### config.mk
export PLATFORM = sky130hd
export DESIGN_NAME = cache_arbiter_flat
export DESIGN_NICKNAME = d
export VERILOG_FILES = /design/src/rtl/cache_arbiter_if.sv /design/src/rtl/cache_arbiter.sv /design/src/flat_wrapper.sv
export SDC_FILE = /design/constraint.sdc
export NUM_CORES = 1
export LEC_CHECK = 0
export BUFFER_PORTS_ARGS = -buffer_cell sky130_fd_sc_hd__buf_2
export CAP_MARGIN = 20
export CORE_AREA = 2 2 542 544
export CTS_CLUSTER_SIZE = 16
export DETAILED_ROUTE_END_ITERATION = 8
export DIE_AREA = 0 0 544 546
export PLACE_DENSITY_LB_ADDON = 0.25
export SKIP_CTS_REPAIR_TIMING = 1
export SLEW_MARGIN = 20
export SYNTH_ARGS = -nofsm -noshare
export SYNTH_HDL_FRONTEND = slang
export SYNTH_SLANG_ARGS = --single-unit
### constraint.sdc
create_clock -name clk -period 3.75 [get_ports clk]
set_clock_uncertainty 0.15 [all_clocks]
set_input_delay 0.1875 -clock clk [delete_from_list [all_inputs] [get_ports clk]]
set_output_delay 0.1875 -clock clk [all_outputs]
set_load 0.005 [all_outputs]
### src/rtl/cache_arbiter_if.sv
// cache_arbiter_if: icache, dcache and memory line-port signals shared by the arbiter.
interface cache_arbiter_if #(
    parameter int ADDR_WIDTH = 32,
    parameter int LINE_WIDTH = 256
);
    logic                  ic_read;
    logic [ADDR_WIDTH-1:0] ic_addr;
    logic [LINE_WIDTH-1:0] ic_rdata;
    logic                  ic_resp;
    logic                  dc_read;
    logic                  dc_write;
    logic [ADDR_WIDTH-1:0] dc_addr;
    logic [LINE_WIDTH-1:0] dc_wdata;
    logic [LINE_WIDTH-1:0] dc_rdata;
    logic                  dc_resp;
    logic                  mem_read;
    logic                  mem_write;
    logic [ADDR_WIDTH-1:0] mem_addr;
    logic [LINE_WIDTH-1:0] mem_wdata;
    logic [LINE_WIDTH-1:0] mem_rdata;
    logic                  mem_resp;

    modport slave (
        input  ic_read, ic_addr, dc_read, dc_write, dc_addr, dc_wdata, mem_rdata, mem_resp,
        output ic_rdata, ic_resp, dc_rdata, dc_resp, mem_read, mem_write, mem_addr, mem_wdata
    );

    modport master (
        output ic_read, ic_addr, dc_read, dc_write, dc_addr, dc_wdata, mem_rdata, mem_resp,
        input  ic_rdata, ic_resp, dc_rdata, dc_resp, mem_read, mem_write, mem_addr, mem_wdata
    );
endinterface

### src/rtl/cache_arbiter.sv
// cache_arbiter: round-robin sharing of one memory line port between icache and dcache misses.
module cache_arbiter #(
    parameter int ADDR_WIDTH = 32,
    parameter int LINE_WIDTH = 256
) (
    input logic           clk,
    input logic           rst,
    cache_arbiter_if.slave bus
);
    typedef enum logic [1:0] {IDLE, SERVE_I, SERVE_D, RELEASE} state_t;

    state_t r_state, w_next;
    logic   r_last, w_last;
    logic   w_ireq, w_dreq;

    assign w_ireq = bus.ic_read;
    assign w_dreq = bus.dc_read | bus.dc_write;

    always_ff @(posedge clk) begin
        if (!rst) begin
            r_state <= IDLE;
            r_last  <= 1'b1;
        end else begin
            r_state <= w_next;
            r_last  <= w_last;
        end
    end

    // outputs are forced low while reset is held so an abandoned grant never leaks
    always_comb begin
        w_next        = r_state;
        w_last        = r_last;
        bus.mem_read  = 1'b0;
        bus.mem_write = 1'b0;
        bus.mem_addr  = {ADDR_WIDTH{1'b0}};
        bus.mem_wdata = {LINE_WIDTH{1'b0}};
        bus.ic_rdata  = {LINE_WIDTH{1'b0}};
        bus.ic_resp   = 1'b0;
        bus.dc_rdata  = {LINE_WIDTH{1'b0}};
        bus.dc_resp   = 1'b0;
        if (rst) begin
            case (r_state)
                IDLE: w_next = (w_ireq && (!w_dreq || r_last)) ? SERVE_I : w_dreq ? SERVE_D : IDLE;
                SERVE_I: begin
                    bus.mem_read = 1'b1;
                    bus.mem_addr = bus.ic_addr;
                    if (bus.mem_resp) begin
                        bus.ic_rdata = bus.mem_rdata;
                        bus.ic_resp  = 1'b1;
                        w_last       = 1'b0;
                        w_next       = RELEASE;
                    end
                end
                SERVE_D: begin
                    bus.mem_read  = bus.dc_read & ~bus.dc_write;
                    bus.mem_write = bus.dc_write;
                    bus.mem_addr  = bus.dc_addr;
                    bus.mem_wdata = bus.dc_wdata;
                    if (bus.mem_resp) begin
                        bus.dc_rdata = bus.mem_rdata;
                        bus.dc_resp  = 1'b1;
                        w_last       = 1'b1;
                        w_next       = RELEASE;
                    end
                end
                default: w_next = IDLE;
            endcase
        end
    end

    always_ff @(posedge clk) begin
        if (rst && r_state == SERVE_D) assert (!(bus.dc_read && bus.dc_write));
    end
endmodule
### src/flat_wrapper.sv
// flat-port wrapper written by rule: the top's interface ports become plain ports
module cache_arbiter_flat 
#(
    parameter int ADDR_WIDTH = 32,
    parameter int LINE_WIDTH = 256
)
  (clk, rst, bus_ic_read, bus_ic_addr, bus_dc_read, bus_dc_write, bus_dc_addr, bus_dc_wdata, bus_mem_rdata, bus_mem_resp, bus_ic_rdata, bus_ic_resp, bus_dc_rdata, bus_dc_resp, bus_mem_read, bus_mem_write, bus_mem_addr, bus_mem_wdata);
  cache_arbiter_if #(.ADDR_WIDTH(ADDR_WIDTH), .LINE_WIDTH(LINE_WIDTH)) bus_i ();
  input logic clk;
  input logic rst;
  input wire logic [$bits(bus_i.ic_read)-1:0] bus_ic_read;
  input wire logic [$bits(bus_i.ic_addr)-1:0] bus_ic_addr;
  input wire logic [$bits(bus_i.dc_read)-1:0] bus_dc_read;
  input wire logic [$bits(bus_i.dc_write)-1:0] bus_dc_write;
  input wire logic [$bits(bus_i.dc_addr)-1:0] bus_dc_addr;
  input wire logic [$bits(bus_i.dc_wdata)-1:0] bus_dc_wdata;
  input wire logic [$bits(bus_i.mem_rdata)-1:0] bus_mem_rdata;
  input wire logic [$bits(bus_i.mem_resp)-1:0] bus_mem_resp;
  output wire logic [$bits(bus_i.ic_rdata)-1:0] bus_ic_rdata;
  output wire logic [$bits(bus_i.ic_resp)-1:0] bus_ic_resp;
  output wire logic [$bits(bus_i.dc_rdata)-1:0] bus_dc_rdata;
  output wire logic [$bits(bus_i.dc_resp)-1:0] bus_dc_resp;
  output wire logic [$bits(bus_i.mem_read)-1:0] bus_mem_read;
  output wire logic [$bits(bus_i.mem_write)-1:0] bus_mem_write;
  output wire logic [$bits(bus_i.mem_addr)-1:0] bus_mem_addr;
  output wire logic [$bits(bus_i.mem_wdata)-1:0] bus_mem_wdata;
  assign bus_i.ic_read = bus_ic_read;
  assign bus_i.ic_addr = bus_ic_addr;
  assign bus_i.dc_read = bus_dc_read;
  assign bus_i.dc_write = bus_dc_write;
  assign bus_i.dc_addr = bus_dc_addr;
  assign bus_i.dc_wdata = bus_dc_wdata;
  assign bus_i.mem_rdata = bus_mem_rdata;
  assign bus_i.mem_resp = bus_mem_resp;
  assign bus_ic_rdata = bus_i.ic_rdata;
  assign bus_ic_resp = bus_i.ic_resp;
  assign bus_dc_rdata = bus_i.dc_rdata;
  assign bus_dc_resp = bus_i.dc_resp;
  assign bus_mem_read = bus_i.mem_read;
  assign bus_mem_write = bus_i.mem_write;
  assign bus_mem_addr = bus_i.mem_addr;
  assign bus_mem_wdata = bus_i.mem_wdata;
  cache_arbiter #(.ADDR_WIDTH(ADDR_WIDTH), .LINE_WIDTH(LINE_WIDTH)) u_core (.clk(clk), .rst(rst), .bus(bus_i));
endmodule
# After elaboration in Yosys (flattened, before gate mapping)
# Index checks and enable logic that the tools add are counted.
dict set report word_totals {
  ff_bits 3
  in_bits 582
  out_inout_bits 804
  wordCells 42
}
dict set report op_classes {
  eq_ne 5
  muxes 25
  bitwise_logic 3
  n_reduce_logical 7
}
# op count
set ops {}
lappend ops {{two-way mux 256 bit} 7}
lappend ops {{one-hot mux 32 bit (2 select lines)} 1}
lappend ops {{two-way mux 32 bit} 1}
lappend ops {{two-way mux 1 bit} 10}
lappend ops {{two-way mux 2 bit} 3}
lappend ops {{!= test 2 bit (second input constant)} 2}
lappend ops {{one-hot mux 1 bit (2 select lines)} 2}
lappend ops {{one-hot mux 2 bit (2 select lines)} 1}
lappend ops {{AND reduction 3 bit} 1}
lappend ops {{equality test 2 x 1 -> 1 bit (second input constant)} 1}
lappend ops {{equality test 2 bit (second input constant)} 1}
lappend ops {{logical NOT 2 bit} 1}
lappend ops {{!= test 2 x 1 -> 1 bit (second input constant)} 1}
lappend ops {{nonzero test 2 bit} 1}
lappend ops {{OR reduction 2 bit} 1}
lappend ops {{AND 1 bit} 1}
lappend ops {{logical AND 1 bit} 1}
lappend ops {{logical NOT 1 bit} 1}
lappend ops {{logical OR 1 bit} 1}
lappend ops {{NOT 1 bit} 1}
lappend ops {{OR 1 bit} 1}

# Depth between registers and ports, before layout
# Gate-level depths: netlist of run 1.
dict set report logic_depth {
  ltp_word 6
  depth_mapped 8
  depth_no_buf 5
}

# Worst setup path before layout of run 1
# Ideal clock, no wire load.
dict set report synth_timing {
  path_kind {flip-flop to output port}
  startpoint {register u_core.r_state[1]}
  endpoint {output port bus_ic_rdata[100]}
  arrival_time_ps 1409
  required_time_ps 3412
  setup_slack_ps 2004
  path_stages_with_launch 9
  path_buffers 4
  cell_sequence {dfxtp_1 > inv_1 > ha_1 > buf_2 > and3_1 > buf_4 > buf_6 > buf_6 > and2_1}
}
dict set report synth_between {
  elab_chain_cells 3
}
# element line_no
set synth_lines {}
lappend synth_lines {{from (decl)} cache_arbiter.sv:12} ;# state_t r_state, w_next;
lappend synth_lines {{from (signal assigned)} cache_arbiter.sv:24} ;# r_state <= w_next;
lappend synth_lines {{equality test 2 x 1 -> 1 bit} cache_arbiter.sv:42} ;# case (r_state)
lappend synth_lines {{two-way mux 256 bit} cache_arbiter.sv:42}
lappend synth_lines {{two-way mux 256 bit} cache_arbiter.sv:41} ;# if (rst) begin
lappend synth_lines {{to (decl)} flat_wrapper.sv:19} ;# output wire logic [$bits(bus_i.ic_rdata)-1:0] bus_ic_rdata;
# No other way between the ends.

# Worst setup path in the final report of run 1
dict set report layout_timing {
  startpoint {register u_core.r_state[1]}
  endpoint {output port bus_mem_addr[20]}
}
dict set report layout_between {
  elab_chain_cells 3
  word_cells_on_any_way 4
  cone_classes {2 x eq/ne; 2 x mux}
}
# element line_no
set layout_lines {}
lappend layout_lines {{equality test 2 bit / equality test 2 x 1 -> 1 bit (equally long branches)} --}
lappend layout_lines {{one-hot mux 32 bit (2 select lines) (*)} cache_arbiter.sv:42}
lappend layout_lines {{two-way mux 32 bit (*)} cache_arbiter.sv:41}
lappend layout_lines {{to (decl)} flat_wrapper.sv:25} ;# output wire logic [$bits(bus_i.mem_addr)-1:0] bus_mem_addr;
# Mark *: on every way between the ends. The rest lies on a longest branch, timed or not.

==> results_dict.tcl, run 1 <==
set metrics [dict create \
    outcome "completed" \
    clk_pin_slew_ns 0.03 \
    commonest_non_fill_non_tap_cell_in_the_layout "sky130_fd_sc_hd__buf_2" \
    first_global_vias 13285 \
    hold_path_origin "bus_mem_resp" \
    r2r_cells 5 \
    clock_sinks 3 \
    drv_cap 0 \
    worst_hold_path.num_cells 2 \
    hp-class "primary input to register" \
    final-max-slew-violation-count 0 \
    final.fill_count 35077 \
    post_drt_wl_per_cell_um 33.8 \
    yosysUniqueCellTypes 24 \
    r2r_start "u_core.r_state[1]$_SDFFE_PN0P_" \
    syn_area_per_cell_um2 6.37 \
    period_minus_slack_ns 2.69 \
    hold_viol_final 0 \
    syn-instance-count 989 \
    seq_area_frac_synth 0.00954 \
    num_rows 199 \
    synthesis.nets 1575 \
    io_pins 1386 \
    core_um2 292000 \
    clk-insertion-delay-late_ns 0.23 \
    synthSimpleGateAreaFrac 0.794 \
    drive_above_1_share 0.623 \
    detailed_placement_hpwl_um 200000 \
    globalRouteTotalUtil 0.136 \
    cp-end-kind "output pin" \
    clock_tree.htree_level_count 1 \
    rsz_0062_raised_after_global_routing "false" \
    postRouteAntennaNets 0 \
    crit_fanout 31 \
    cts.root.buffer_cell "sky130_fd_sc_hd__clkbuf_16" \
    initial_utilization 0.0216 \
    die_width_um 544 \
    grt_max_degree 191 \
    dpl_worst_slack_ns 1.22 \
    postLayoutSetupSlackWorst_ns 1.06 \
    cts_buffer_count 3 \
    ys_seq_elements 3 \
    grt_antenna_before_repair 316 \
    timing.final.crit_share 0.718 \
    syn_to_final_growth_pct 183 \
    globalRouteOverflowTotal 0 \
    final_net_count 2864 \
    drtIter0Drc 924 \
    yosys.area_share.adder 0.00795 \
    design.die.area_um2 297000 \
    highest_count_cells_in_the_layout_ignoring_fill_and_taps "sky130_fd_sc_hd__buf_2, sky130_fd_sc_hd__and2_1, sky130_fd_sc_hd__and3_1" \
    cts_tree "built" \
    peak_supply_drop_uv 506 \
    synth_area_um2 6300 \
    final_report_setup_violation_count 0 \
    via_per_inst 2.36 \
    ys_warn_count 0 \
    worst_slew_margin_rel 0.421 \
    crit_arrival_ns 2.35 \
    timing.rr.end "u_core.r_state[0]$_SDFFE_PN0P_" \
    grt_pass1_wl_um 238000 \
    fmaxAchievable_mhz 372 \
    cp-start-kind "register" \
    cts-root-to-sink-buffers 2 \
    reg2reg_setup_slack_ns 1.89 \
    fin_setup_tns_ns 0 \
    drt_first_pass_iters 5 \
    synth_top_family_by_area "simple AND/OR/NAND/NOR gates" \
    yosys.area_share.xor_xnor 0 \
    synth_compound_gate_area_share 0.0455 \
    worstSetupPathType "register to output pin" \
    route.vias.total 14759 \
    power_density_nw_per_um2 211 \
    total_leakage_power_nw 10.2 \
    die_h_um 546 \
    muxShareOfSynthArea 0 \
    routabilityCongestion 0.967 \
    max_slew.worst_pin.slew_ns 0.869 \
    io_buffer_count 1385 \
    critPathRequiredTime_ns 3.41 \
    worst_hold_path.endpoint "u_core.r_state[0]$_SDFFE_PN0P_" \
    detail_route.wirelength_um 212000 \
    drc_markers 0 \
]
-- cells by family after synthesis --
family | after synthesis
compound gates | 38
buf+inv | 129
flops | 3
simple gates | 815
fa+ha+maj | 4
-- worst max-delay path, stage by stage (launching register included) --
cell	delay [ns]
sky130_fd_sc_hd__dfxtp_1	0.41
sky130_fd_sc_hd__inv_1	0.09
sky130_fd_sc_hd__ha_1	0.36
sky130_fd_sc_hd__nand2_2	0.33
sky130_fd_sc_hd__buf_4	0.57
sky130_fd_sc_hd__nor2_1	0.14
sky130_fd_sc_hd__buf_2	0.16
-- routing by layer --
layer,global-route usage,wire length (um),up-vias
met5,0.00373,806,-
met4,0.0229,5980,106
li1,-,-,5861
met3,0.125,44600,534
met2,0.191,80900,1673
met1,0.150,79600,6585
-- through the flow --
stage	cell area, um2	total power, mW	hold slack [ns]	util	std cells
final	17800	3.76	0.143	0.0610	6261
after floorplan	6300	1.32	0.154	-	989
after CTS	17600	3.88	0.145	0.0604	6196
after detailed placement	17600	3.69	0.335	0.0602	6192
after global routing	17700	4.13	0.162	0.0607	6222
after global placement	17600	3.67	0.329	0.0602	6192
-- final cells by class --
class	instances	area [um2]	area share
Inverter	3	11.3	0.000632
Tap cell	3919	4900	0.275
Antenna cell	65	163	0.00913
Sequential cell	3	60.1	0.00337
Multi-Input combinational cell	857	5370	0.301
Clock buffer	4	78.8	0.00442
Timing Repair Buffer	1410	7230	0.406
-- report_power, final --
group          switching (mW)  internal (mW)
Clock                  0.0308          0.140
Combinational            2.39           1.14
Sequential             0.0126         0.0438
Total                    2.44           1.32
-- Yosys cell counts --
| library cell | instances | share of area |
|---|---|---|
| sky130_fd_sc_hd__a2111o_1 | 1 | 0.0018 |
| sky130_fd_sc_hd__a21boi_0 | 1 | 0.0012 |
| sky130_fd_sc_hd__a21oi_1 | 1 | 0.00079 |
| sky130_fd_sc_hd__a22oi_1 | 32 | 0.038 |
| sky130_fd_sc_hd__a31oi_1 | 1 | 0.00099 |
| sky130_fd_sc_hd__and2_1 | 512 | 0.51 |
| sky130_fd_sc_hd__and3_1 | 259 | 0.26 |
| sky130_fd_sc_hd__buf_1 | 1 | 0.00060 |
| sky130_fd_sc_hd__buf_2 | 11 | 0.0087 |
| sky130_fd_sc_hd__buf_4 | 3 | 0.0036 |
| sky130_fd_sc_hd__buf_6 | 52 | 0.093 |
| sky130_fd_sc_hd__clkbuf_1 | 59 | 0.035 |
| sky130_fd_sc_hd__dfxtp_1 | 3 | 0.0095 |
| sky130_fd_sc_hd__ha_1 | 4 | 0.0079 |
| sky130_fd_sc_hd__inv_1 | 3 | 0.0018 |
| sky130_fd_sc_hd__nand2_1 | 5 | 0.0030 |
| sky130_fd_sc_hd__nand2b_1 | 1 | 0.00099 |
| sky130_fd_sc_hd__nand3_1 | 1 | 0.00079 |
| sky130_fd_sc_hd__nor2_1 | 34 | 0.020 |
| sky130_fd_sc_hd__nor2b_1 | 1 | 0.00099 |
| sky130_fd_sc_hd__nor3_1 | 1 | 0.00079 |
| sky130_fd_sc_hd__o211ai_1 | 1 | 0.0012 |
| sky130_fd_sc_hd__o32ai_1 | 1 | 0.0014 |
| sky130_fd_sc_hd__or4b_1 | 1 | 0.0016 |
-- flip-flops by register name (all words and copies together) (netlist names) --
name / flops
u_core.r_last: 1
u_core.r_state: 2
-- how the worst max path moves through the flow --
stage                     slack, ns                      startpoint           endpoint  cells after the start
final                          1.06  u_core.r_state[1]$_SDFFE_PN0P_   bus_mem_addr[20]                      6
after global routing           0.93  u_core.r_state[1]$_SDFFE_PN0P_   bus_mem_addr[26]                      6
after CTS                      0.97  u_core.r_state[0]$_SDFFE_PN0P_   bus_mem_addr[11]                      6
after detailed placement       1.22  u_core.r_state[0]$_SDFFE_PN0P_   bus_mem_addr[11]                      6
after global placement         1.29  u_core.r_state[0]$_SDFFE_PN0P_   bus_mem_addr[12]                      6
after floorplan                2.00  u_core.r_state[1]$_SDFFE_PN0P_  bus_ic_rdata[100]                      8
Power figures use the tool's default switching activity.
==> run 2: changes to the inputs <==
Settings changed: CORE_AREA 2 2 542 544 to 2 2 537 539, DIE_AREA 0 0 544 546 to 0 0 539 541.
Clock period 3.75 ns to 2.6 ns, I/O delays scaled along.
==> results_dict.tcl, run 2 (synthesis gave the netlist of run 1 again) <==
set metrics [dict create \
    netSwitchingPower_mw 3.41 \
    detail_route.wirelength_um 208000 \
    r2r_cells 5 \
    routabilityCongestion 1.02 \
    period_minus_slack_ns 2.44 \
    reg.largest.list "u_core.r_state (2), u_core.r_last (1)" \
    fin_setup_tns_ns 0 \
    fmaxAchievable_mhz 411 \
    commonest_non_fill_non_tap_cell_in_the_layout "sky130_fd_sc_hd__buf_2" \
    timing.final.crit_share 0.937 \
    clock_sinks 3 \
    critPathRequiredTime_ns 2.32 \
    clk-insertion-delay-late_ns 0.23 \
    crit_arrival_ns 2.16 \
    route.vias.total 14816 \
    cts-root-to-sink-buffers 2 \
    worst_slew_margin_rel 0.438 \
    highest_count_cells_in_the_layout_ignoring_fill_and_taps "sky130_fd_sc_hd__buf_2, sky130_fd_sc_hd__and2_1, sky130_fd_sc_hd__and3_1" \
    hold_viol_final 0 \
    clk_pin_slew_ns 0.03 \
    total_leakage_power_nw 10.5 \
    grt_max_degree 167 \
    cts_tree "built" \
    drt_first_pass_iters 5 \
    grt_pass1_wl_um 239000 \
    die_h_um 541 \
    final.fill_count 34203 \
    power_report.internal_total_mw 2.20 \
    rsz_0062_raised_after_global_routing "false" \
    logic_gate_share_of_total_power 0.942 \
    design.die.area_um2 292000 \
    final-max-slew-violation-count 0 \
    syn_to_final_growth_pct 199 \
    postRouteAntennaNets 0 \
    num_rows 197 \
    postLayoutCellArea_um2 18900 \
    largest_register_ffs 2 \
    max_slew.worst_pin.slew_ns 0.843 \
    cp-end-kind "output pin" \
    globalRouteOverflowTotal 0 \
    die_width_um 539 \
    grt_antenna_before_repair 306 \
    clockPowerShare 0.044 \
    fin_hold_ws_ns 0.0449 \
    peak_supply_drop_uv 331 \
    swShare 0.608 \
    io_pins 1386 \
    initial_utilization 0.0220 \
    detailed_place.area_um2 18600 \
    final_net_count 2892 \
    largest-register "u_core.r_state" \
    drtIter0Drc 906 \
    clock_tree.htree_level_count 1 \
    drive_above_1_share 0.627 \
    cts_buffer_count 3 \
    first_global_vias 14020 \
    core_um2 286000 \
    worstSetupPathType "register to output pin" \
    outcome "completed" \
    hp-class "primary input to register" \
    cp-start-kind "register" \
    cts.root.buffer_cell "sky130_fd_sc_hd__clkbuf_16" \
    post_drt_wl_per_cell_um 33.7 \
    drv_cap 0 \
    io_buffer_count 1385 \
    via_per_inst 2.40 \
    globalRouteTotalUtil 0.136 \
    power_density_nw_per_um2 298 \
    worst_hold_path.num_cells 2 \
    crit_fanout 84 \
    drc_markers 0 \
    final_report_setup_violation_count 0 \
    detailed_placement_hpwl_um 198000 \
    p_seq_frac 0.014 \
]
==> run 2: changes by cell type in the layout (fill, tap and decap cells not counted) <==
| cell | before | now |
|---|---|---|
| sky130_fd_sc_hd__buf_4 | 16 | 37 |
| sky130_fd_sc_hd__buf_2 | 1384 | 1325 |
| sky130_fd_sc_hd__buf_12 | 8 | 74 |
| sky130_fd_sc_hd__diode_2 | 65 | 79 |
==> run 2: routing by layer <==
layer	wire [um]	share of wire	up-vias	track usage
met5	827	0.0040	-	0.00345
met4	6660	0.032	108	0.0263
met3	39800	0.19	506	0.112
met2	82000	0.39	1635	0.198
met1	78600	0.38	6636	0.151
li1	-	-	5931	-
==> run 2: worst max-delay path, stage by stage, from the launching register on <==
cell and delay, ns:
sky130_fd_sc_hd__dfxtp_1 0.32, sky130_fd_sc_hd__inv_1 0.15, sky130_fd_sc_hd__ha_4 0.17, sky130_fd_sc_hd__buf_12 0.26, sky130_fd_sc_hd__buf_4 0.53, sky130_fd_sc_hd__and3_1 0.32
sky130_fd_sc_hd__buf_2 0.14
==> run 2: metrics by stage <==
step	power (mW)	utilization	setup slack (ns)	instances
2_1_floorplan	1.90	-	0.911	989
3_3_place_gp	5.51	0.0649	0.366	6082
3_5_place_dp	5.53	0.0649	0.329	6082
4_1_cts	5.80	0.0652	0.0898	6086
5_1_grt	6.13	0.0655	0.0670	6122
6_report	5.61	0.0659	0.165	6165
==> run 2: final timing paths <==
kind | from | to | slack, ns
setup / recovery | u_core.r_state[0]$_SDFFE_PN0P_ | bus_mem_wdata[176] | 0.16
hold / removal | rst | u_core.r_last$_SDFFE_PN1P_ | 0.04
setup reg to reg | u_core.r_state[0]$_SDFFE_PN0P_ | u_core.r_state[0]$_SDFFE_PN0P_ | 0.73
hold reg to reg | u_core.r_last$_SDFFE_PN1P_ | u_core.r_last$_SDFFE_PN1P_ | 0.34
==> run 2: cell type report <==
| class | instances | area (um2) | area share |
|---|---|---|---|
| clock buffer | 4 | 78.8 | 0.00418 |
| tap | 3781 | 4730 | 0.251 |
| timing repair buffer | 1438 | 8420 | 0.446 |
| multi-input combinational | 857 | 5370 | 0.285 |
| inverter | 3 | 11.3 | 0.000597 |
| antenna | 79 | 198 | 0.0105 |
| sequential | 3 | 60.1 | 0.00318 |
==> run 2: power groups by stage <==
stage          Clock, mW  Combinational [mW]  Sequential [mW]
6_report           0.246                5.29           0.0802
5_1_grt            0.253                5.80           0.0828
4_1_cts            0.251                5.47           0.0805
3_5_place_dp           0                5.45           0.0813
3_3_place_gp           0                5.43           0.0802
2_1_floorplan          0                1.83           0.0748
